<file path="src/rtl/mips_pipe_ctrl_pkg.sv">
// mips_pipe_ctrl_pkg
// Shared definitions for the pipeline sequencing unit.
//   - Stage index constants: IF = 0, ID = 1, EXE = 2, MEM = STAGES-2,
//     WB = STAGES-1 (MEM/WB depend on depth, so they are helper functions).
//   - Scoreboard entry layout: {vld, is_load, wen, addr[REG_AW-1:0]}.
//     The address width is a module parameter, so the packed struct itself
//     is declared in the top; SB_CTRL_W gives the width of the control
//     fields that sit above the address.
package mips_pipe_ctrl_pkg;

  localparam int STG_IF  = 0;
  localparam int STG_ID  = 1;
  localparam int STG_EXE = 2;

  // Control bits of one scoreboard entry: vld, is_load, wen.
  localparam int SB_CTRL_W = 3;

  function automatic int mem_idx(input int stages);
    return stages - 2;
  endfunction

  function automatic int wb_idx(input int stages);
    return stages - 1;
  endfunction

  // Tracked entries cover EXE .. MEM-1.
  function automatic int sb_depth(input int stages);
    return mem_idx(stages) - STG_EXE;
  endfunction

endpackage

</file>
<file path="src/rtl/mips_pipe_ctrl_sat_counter.sv">
// mips_sat_counter
// Saturating up-counter used for the hazard performance counters.
// Ports:
//   clk  - core clock
//   rst  - asynchronous active-low reset, clears the count
//   inc  - count one event this cycle
//   cnt  - current count, sticks at all ones
module mips_sat_counter
  import mips_pipe_ctrl_pkg::*;
#(
  parameter int CNT_W = 16
) (
  input  logic             clk,
  input  logic             rst,
  input  logic             inc,
  output logic [CNT_W-1:0] cnt
);

  function automatic logic [CNT_W-1:0] sat_inc(input logic [CNT_W-1:0] v);
    return (v == '1) ? v : v + CNT_W'(1);
  endfunction

  always_ff @(posedge clk or negedge rst) begin
    if (!rst) begin
      cnt <= '0;
    end else if (inc) begin
      cnt <= sat_inc(cnt);
    end
  end

endmodule

</file>
<file path="src/rtl/mips_pipe_ctrl.sv">
// mips_pipe_ctrl
// Pipeline sequencing unit: per-stage enable / valid / flush for an
// in-order pipeline of STAGES stages (IF, ID, EXE, extra EXE stages, MEM, WB).
// A shift scoreboard of in-flight instructions between EXE and MEM drives
// the load-use interlock; dmem back-pressure freezes the whole pipe; a taken
// branch in ID squashes the wrong-path fetch; a missing fetch inserts an ID
// bubble.
// Optional build macro: MIPS_PIPE_DEBUG_STEP_EN adds debug_en/debug_step
// single-step control (pipe frozen while debug_en, except one cycle per
// synchronised rising edge of debug_step).
// Ports:
//   clk, rst                 - clock, asynchronous active-low reset
//   id_*                     - decode information for the instruction in ID
//   imem_ready, dmem_ready   - memory handshakes
//   stage_en/valid/flush     - per-stage control, bit i = stage i
//   load_stall_cnt           - cycles lost to load-use interlock
//   mem_stall_cnt            - cycles lost to dmem_ready low
module mips_pipe_ctrl
  import mips_pipe_ctrl_pkg::*;
#(
  parameter int STAGES = 5,
  parameter int REG_AW = 5,
  parameter int CNT_W  = 16
) (
`ifdef MIPS_PIPE_DEBUG_STEP_EN
  input  logic              debug_en,
  input  logic              debug_step,
`endif
  input  logic              clk,
  input  logic              rst,
  input  logic [REG_AW-1:0] id_rs_addr,
  input  logic [REG_AW-1:0] id_rt_addr,
  input  logic              id_rs_used,
  input  logic              id_rt_used,
  input  logic              id_is_load,
  input  logic              id_wb_wen,
  input  logic [REG_AW-1:0] id_regw_addr,
  input  logic              id_branch_taken,
  input  logic              imem_ready,
  input  logic              dmem_ready,
  output logic [STAGES-1:0] stage_en,
  output logic [STAGES-1:0] stage_valid,
  output logic [STAGES-1:0] stage_flush,
  output logic [CNT_W-1:0]  load_stall_cnt,
  output logic [CNT_W-1:0]  mem_stall_cnt
);

  localparam int STG_MEM = mem_idx(STAGES);
  localparam int SB_N    = sb_depth(STAGES);

  typedef struct packed {
    logic              vld;
    logic              is_load;
    logic              wen;
    logic [REG_AW-1:0] addr;
  } sb_entry_t;

  logic [STAGES-1:0] valid;
  sb_entry_t         sb [SB_N];
  logic [STAGES-1:0] en;
  logic [STAGES-1:0] flush;
  logic              mem_wait;
  logic              load_hit;
  logic              fetch_wait;
  logic              branch;
  logic              frozen;

  function automatic logic entry_hit(input sb_entry_t e,
                                     input logic [REG_AW-1:0] rs,
                                     input logic [REG_AW-1:0] rt,
                                     input logic rs_use,
                                     input logic rt_use);
    return e.vld & e.is_load & e.wen & (e.addr != '0) &
           ((rs_use & (e.addr == rs)) | (rt_use & (e.addr == rt)));
  endfunction

`ifdef MIPS_PIPE_DEBUG_STEP_EN
  // Two synchroniser flops plus one history flop for edge detection; the
  // detected edge is registered so the pipe runs on exactly one cycle.
  logic [2:0] step_sync;
  logic       step_go;

  always_ff @(posedge clk or negedge rst) begin
    if (!rst) begin
      step_sync <= '0;
      step_go   <= 1'b0;
    end else begin
      step_sync <= {step_sync[1:0], debug_step};
      step_go   <= step_sync[1] & ~step_sync[2];
    end
  end

  assign frozen = debug_en & ~step_go;
`else
  assign frozen = 1'b0;
`endif

  assign mem_wait   = valid[STG_MEM] & ~dmem_ready;
  assign fetch_wait = ~imem_ready;
  assign branch     = id_branch_taken & valid[STG_ID];

  always_comb begin
    load_hit = 1'b0;
    for (int k = 0; k < SB_N; k++) begin
      load_hit = load_hit |
                 entry_hit(sb[k], id_rs_addr, id_rt_addr, id_rs_used, id_rt_used);
    end
    load_hit = load_hit & valid[STG_ID];
  end

  // Hazard priority: reset, freeze/mem_wait, load-use, branch, fetch wait.
  always_comb begin
    en    = '1;
    flush = '0;
    if (!rst) begin
      en    = '0;
      flush = '1;
    end else if (frozen || mem_wait) begin
      en = '0;
    end else if (load_hit) begin
      en[STG_IF]     = 1'b0;
      en[STG_ID]     = 1'b0;
      flush[STG_EXE] = 1'b1;
    end else begin
      if (branch) begin
        flush[STG_ID] = 1'b1;
      end
      // Still holds IF when combined with a branch.
      if (fetch_wait) begin
        en[STG_IF]    = 1'b0;
        flush[STG_ID] = 1'b1;
      end
    end
  end

  // Valid and scoreboard shift; WB valid simply falls off the end.
  always_ff @(posedge clk or negedge rst) begin
    if (!rst) begin
      valid <= '0;
      for (int k = 0; k < SB_N; k++) begin
        sb[k] <= '0;
      end
    end else begin
      valid[STG_IF] <= 1'b1;
      for (int i = 1; i < STAGES; i++) begin
        if (en[i]) begin
          valid[i] <= flush[i] ? 1'b0 : valid[i-1];
        end
      end
      if (en[STG_EXE]) begin
        if (flush[STG_EXE]) begin
          sb[0] <= '0;
        end else begin
          sb[0].vld     <= valid[STG_ID];
          sb[0].is_load <= id_is_load;
          sb[0].wen     <= id_wb_wen;
          sb[0].addr    <= id_regw_addr;
        end
      end
      for (int k = 1; k < SB_N; k++) begin
        if (en[STG_EXE+k]) begin
          sb[k] <= sb[k-1];
        end
      end
    end
  end

  assign stage_en    = en;
  assign stage_flush = flush;
  assign stage_valid = valid;

  mips_sat_counter #(.CNT_W(CNT_W)) u_load_cnt (
    .clk (clk),
    .rst (rst),
    .inc (~frozen & ~mem_wait & load_hit),
    .cnt (load_stall_cnt)
  );

  mips_sat_counter #(.CNT_W(CNT_W)) u_mem_cnt (
    .clk (clk),
    .rst (rst),
    .inc (~frozen & mem_wait),
    .cnt (mem_stall_cnt)
  );

endmodule

</file>
<file path="config.mk">
export PLATFORM = sky130hd
export DESIGN_NAME = mips_pipe_ctrl
export DESIGN_NICKNAME = d
export VERILOG_FILES = /design/src/rtl/mips_pipe_ctrl_pkg.sv /design/src/rtl/mips_pipe_ctrl_sat_counter.sv /design/src/rtl/mips_pipe_ctrl.sv
export SDC_FILE = /design/constraint.sdc
export NUM_CORES = 1
export LEC_CHECK = 0
export ABC_AREA = 1
export CAP_MARGIN = 20
export CORE_UTILIZATION = 45
export CTS_CLUSTER_SIZE = 28
export DETAILED_ROUTE_END_ITERATION = 8
export GPL_TIMING_DRIVEN = 1
export PLACE_DENSITY = 0.77
export SETUP_SLACK_MARGIN = 0.2
export SYNTH_ARGS = -nofsm -noshare
export SYNTH_HDL_FRONTEND = slang
export SYNTH_HIERARCHICAL = 1
export SYNTH_SLANG_ARGS = --single-unit
export TNS_END_PERCENT = 50
</file>
<file path="constraint.sdc">
create_clock -name clk -period 1.87 [get_ports clk]
set_clock_uncertainty 0.05 [all_clocks]
set_input_delay 0.374 -clock clk [delete_from_list [all_inputs] [get_ports clk]]
set_output_delay 0.374 -clock clk [all_outputs]
set_load 0.02 [all_outputs]
</file>
# == Yosys cells after proc, flatten, opt, wreduce, memory -nomap -nowiden ==
# Index checks and enable logic that the tools add are counted.
# op_classes
addsub,2
eq_ne,4
mux,19
bitwise,15
reduce_logical,3
# ops
operator,n
$add A16 B1 Y16 const B,2
$eq A16 B16 Y1 const B,2
$mux W1,12
$and A1 B1 Y1,10
$eq A5 B5 Y1,2
$mux W2,4
$mux W8,1
$mux W5,1
$reduce_bool A5 Y1,1
$not A1 Y1,4
$reduce_and A2 Y1,2
$mux W3,1
$or A1 B1 Y1,1
# totals
reg_bits,45
inputBits,24

# == Longest topological paths before layout ==
# logic_depth
ltp_word,9
mapped_depth,15

# == Hierarchy ==
# The synthesis kept the hierarchy.
# by_module_without_submodules
mod,instances,cells_per_inst,area_each_um2,seq_area_each_um2
mips_sat_counter,2,152,1028.5,400.4
mips_pipe_ctrl,1,120,818.3,300.3

# == Least setup slack after synthesis ==
# No wires, ideal clock.
# synth_timing
path_kind,register -> register
from,reg valid[1] (netlist: stage_valid[1])
to,reg u_load_cnt.cnt[15]
setup_time_ns,0.117
arrival_time_ns,1.789
t_required_ns,1.703
slack_ns,-0.086
path_stages_with_launch,14
synth_period_minus_slack_ns,1.956
path_cell_list,dfrtp_1 > inv_1 > nor3_1 > nand3_1 > inv_1 > nand2_4 > nor2_1 > nand2_1 > nor2_1 > nand2_1 > nor2_2 > nand3_1 > nand2_1 > nand2_1
# synth_between
elab_chain_cells,3
# synth_rtl
item,line_no,rtl
"start, declared",mips_pipe_ctrl.sv:58,logic [STAGES-1:0] valid;
"start signal, assigned by index",mips_pipe_ctrl.sv:147,valid[i] <= flush[i] ? 1'b0 : valid[i-1];
$and A1 B1 Y1,mips_pipe_ctrl.sv:108,load_hit = load_hit & valid[STG_ID];
$and A1 B1 Y1,mips_pipe_ctrl.sv:175,".inc (~frozen & ~mem_wait & load_hit),"
$reduce_and A2 Y1 (no source line),-,
"end signal, assigned",mips_pipe_ctrl_sat_counter.sv:27,cnt <= sat_inc(cnt);
"end, declared",mips_pipe_ctrl_sat_counter.sv:16,output logic [CNT_W-1:0] cnt
# Every way passes these cells.
# A chain may end at the register's enable or synchronous reset.

# == Final worst setup path ==
# layout_timing
from,reg sb[2] (netlist bit)
to,out stage_flush[1]
# layout_between
elab_chain_cells,8
word_cells_on_any_way,12
# layout_rtl
item,line_no,rtl
"start, declared",mips_pipe_ctrl.sv:59,sb_entry_t sb [SB_N];
"start signal, assigned by index",mips_pipe_ctrl.sv:162,sb[k] <= sb[k-1];
$eq A5 B5 Y1,mips_pipe_ctrl.sv:74,((rs_use & (e.addr == rs)) | (rt_use & (e.addr == rt)));
$and A1 B1 Y1,mips_pipe_ctrl.sv:74,
$or A1 B1 Y1,mips_pipe_ctrl.sv:74,
$and A1 B1 Y1 (*),mips_pipe_ctrl.sv:73,return e.vld & e.is_load & e.wen & (e.addr != '0) &
$and A1 B1 Y1 (*),mips_pipe_ctrl.sv:108,
$mux W1 (*),mips_pipe_ctrl.sv:120,end else if (load_hit) begin
$mux W2 (*),mips_pipe_ctrl.sv:118,end else if (frozen || mem_wait) begin
$mux W2 (*),mips_pipe_ctrl.sv:115,if (!rst) begin
"end, declared",mips_pipe_ctrl.sv:43,"output logic [STAGES-1:0] stage_flush,"
# Every way passes the cells marked *; elsewhere a longest branch is shown, timed or not.

==> metrics.md <==
| Metric | Value |
|---|---|
| Routed wire length | 8.20 mm |
| Worst min path class | input port to async pin |
| Status | finished with violations |
| Synthesized Nets | 450 |
| Core Region | 6030 um2 |
| GR Util All Layers | 23.9% |
| H-Tree Depth | 2 |
| Port bufs | 70 |
| Leak | 2.28 nW |
| Sw Share | 34.2% |
| Drt wl/cell | 13.2 um |
| Horiz. Die Dim | just over 80 um |
| Reg2reg end | u_load_cnt/cnt[8] |
| Part of the power in the clock network | 23.8% |
| Reg-to-reg setup timing slack | -0.16 ns |
| Post-DP Area | 3830 um2 |
| Initial antenna violation count | 0 |
| Largest net degree at the start of global routing | 35 |
| Unrepaired setup endpoints after global routing | true |
| Max_cap viols | 0 |
| Placement row count | 28 |
| Combinational share of power | 34.3% |
| Flops & latches, synth | 44 |
| Critical path data arrival time | 1.63 ns |
| Failing checks | negative setup slack |
| Layout cell share with drive strength beyond 1 | 28.8% |
| CP Launch Point | sb[2] |
| Design Area, Final | 4270 um2 |
| # hold bufs at CTS | 0 |
| Syn avg cell area | 6.78 um2 |
| I/O pin count | ~70 |
| TritonCTS Buffers | 5 |
| Multi-input logic area | about 1700 um2 |
| Global-route wire length before repair | 12.3 mm |
| Flop pwr share | 42.0% |
| # diodes | 0 |
| Fin. Hold Viols | 0 |
| VDD IR-drop max | 0.548 mV |
| P_sw | 0.000953 W |
| Synth area leaders | dfrtp_1 (38%), nand2_1 (22%), inv_1 (5.7%), nor2_1 (5.2%), nand3_1 (3.5%) |
| Fillers | 487 |
| Critical Path Fanout Max | 4 |
| Initial DRC Count | between 100 and 150 |
| Final hold slack | roughly 0.0061 ns |
| Clock Sinks | 44 |
| Crit path kind | flop to output port |
| Final ANT Viol Nets | 0 |
| Cell count after synthesis | 424 |
| TritonCTS clock tree | built |
| Vias per Instance | roughly 5.0 |
| Clock Latency Late Sink | 0.30 ns |
| DRT Pass-1 Iters | 5 |
| Tmin final | 2.06 ns |
| # DRC | 0 |
| Layout area overhead | 48.7% |
| Clock Tree Buf Depth | 2 |
| Die Height | 81.9 um |
| Power Dens Cells | 652 nW/um2 |
| Register Area | 1100 um2 |
| FMAX | around 0.49 GHz |
| Crit Reg-Reg Startpoint | sb[2] |
| Synth unique cells | 26 |
| Setup ws final | -0.188 ns |
| Tcrit/Tclk final | 110% |
| Initial Util | 47.7% |
| Clock root buffer | clkbuf_8 |
| # nets final | 573 |
| Synth area leader | dfrtp_1 |
| Syn Std Cell Area | 2880 um2 |
| Die ar. | 6710 um2 |
| Sequential cell area fraction in the yosys report | 38.3% |
| GP Congestion | slightly below 0.9 |
| Crit end category | output port |
| Cell Int Power | 0.00183 W |
| Hpwl dp | 5.36 mm |
| Vias | 3141 |
| Final Max Slew Viols | 0 |
| Required @ worst endpoint | 1.45 ns |
| Grt ovf | 0 |
| Vias in the first global route | 2837 |
| Setup violators final | 21 |
| Synth warn | 6 |
| Clk slew on worst S/H paths | 0.08 ns |
| R2R cell count | 15 |
| Crit path launch type | flop |
| Synth top area share | around two fifths |
==> placed cells by master, fill, tap and decap left out, types with 3 or more instances in the layout <==
cell type,count
buf_6,13
inv_2,11
nand3b_1,6
nand4_1,13
nand3_1,18
clkdlybuf4s50_1,10
nand2_2,28
nor2_2,11
buf_4,45
nor2_4,13
o21ai_0,4
nor2_1,32
o21ai_1,6
dlygate4sd2_1,48
o21ai_2,7
a21oi_1,3
dfrtp_1,42
inv_1,40
clkbuf_8,7
dlymetal6s2s_1,3
nand2_1,155
xor2_1,4
nand2_4,7
==> power groups by stage <==
stage                     clock network, W  registers (W)  logic, W
after floorplan                          0        0.00125  0.000367
after global placement                   0        0.00118  0.000830
after detailed placement                 0        0.00118  0.000846
after CTS                         0.000689        0.00116  0.000878
after global routing              0.000719        0.00119   0.00103
final                             0.000663        0.00117  0.000955
==> critical path, cell delays in order (launching register included) <==
cell,delay (ns)
dfrtp_1,0.41
inv_2,0.08
nand2_1,0.09
nand2_1,0.06
nor2_1,0.13
nand3_1,0.11
nand2_2,0.10
nand2_4,0.08
nand2_1,0.08
nand2_2,0.06
buf_6,0.14
==> cell families (layout without fill, tap and decap cells) <==
family          after synthesis  count (layout)  synth area share, %
flops                        44              44                 38.3
fa+ha+maj                     2               2                0.870
compound gates               21              21                 4.35
xor+xnor                      6               6                 1.83
buf+inv                      63             185                 9.44
other cells                   1               1                0.130
simple gates                287             289                 45.1
==> registers in the layout, indices dropped and copies added (netlist names) <==
register        flops
u_load_cnt/cnt     16
sb                  7
stage_valid         5
u_mem_cnt/cnt      16
==> synth_stat cells, drive strengths merged <==
master / n
a21oi: 3
buf: 8
clkinv: 2
conb: 1
dfrtp: 44
ha: 2
inv: 53
nand2: 191
nand3: 20
nand3b: 6
nand4: 13
nor2: 55
nor3: 1
o21ai: 17
o22ai: 1
or2: 1
xnor2: 2
xor2: 4
==> layer usage <==
metal	wire [um]	track usage, %	vias up
li1	-	-	1548
met1	3540	29.4	1482
met2	4090	41.7	98
met3	439	4.78	13
met4	124	7.37	0
met5	0	0	-
==> worst max path at each step <==
| stage | to | cells past startpoint | slack [ns] |
|---|---|---|---|
| after floorplan | stage_en[3] | 5 | 0.11 |
| after global placement | stage_flush[2] | 10 | -0.66 |
| after detailed placement | stage_flush[2] | 10 | -0.65 |
| after CTS | u_load_cnt/cnt[15] | 16 | -0.14 |
| after global routing | u_load_cnt/cnt[8] | 15 | -0.26 |
| final | stage_flush[1] | 10 | -0.19 |
==> repair_timing <==
action                     CTS  global route
setup endpoints to repair   65            40
pin swaps                   25            22
gates cloned                 1             1
buffers inserted            18             6
gates resized for setup    102            49
==> cell type report <==
| cell class | count | share of cell area [%] |
|---|---|---|
| repair buffers | 122 | 25.2 |
| flip-flops and latches | 44 | 25.8 |
| inverters | 55 | 5.12 |
| multi-input cells | 319 | 39.3 |
| clock buffers | 8 | 2.34 |
| well taps | 75 | 2.20 |
==> metrics by stage <==
step	setup TNS, ns	setup slack (ns)	utilization, %	power (W)	instances
4_1_cts	-0.677	-0.137	67.4	0.00273	616
2_1_floorplan	0	0.110	-	0.00162	424
5_1_grt	-3.76	-0.264	70.9	0.00294	623
3_5_place_dp	-11.41	-0.647	63.6	0.00203	589
3_3_place_gp	-10.50	-0.658	63.6	0.00201	589
6_report	-2.50	-0.188	70.9	0.00279	623
No activity file was read; power rests on OpenSTA's default activity.
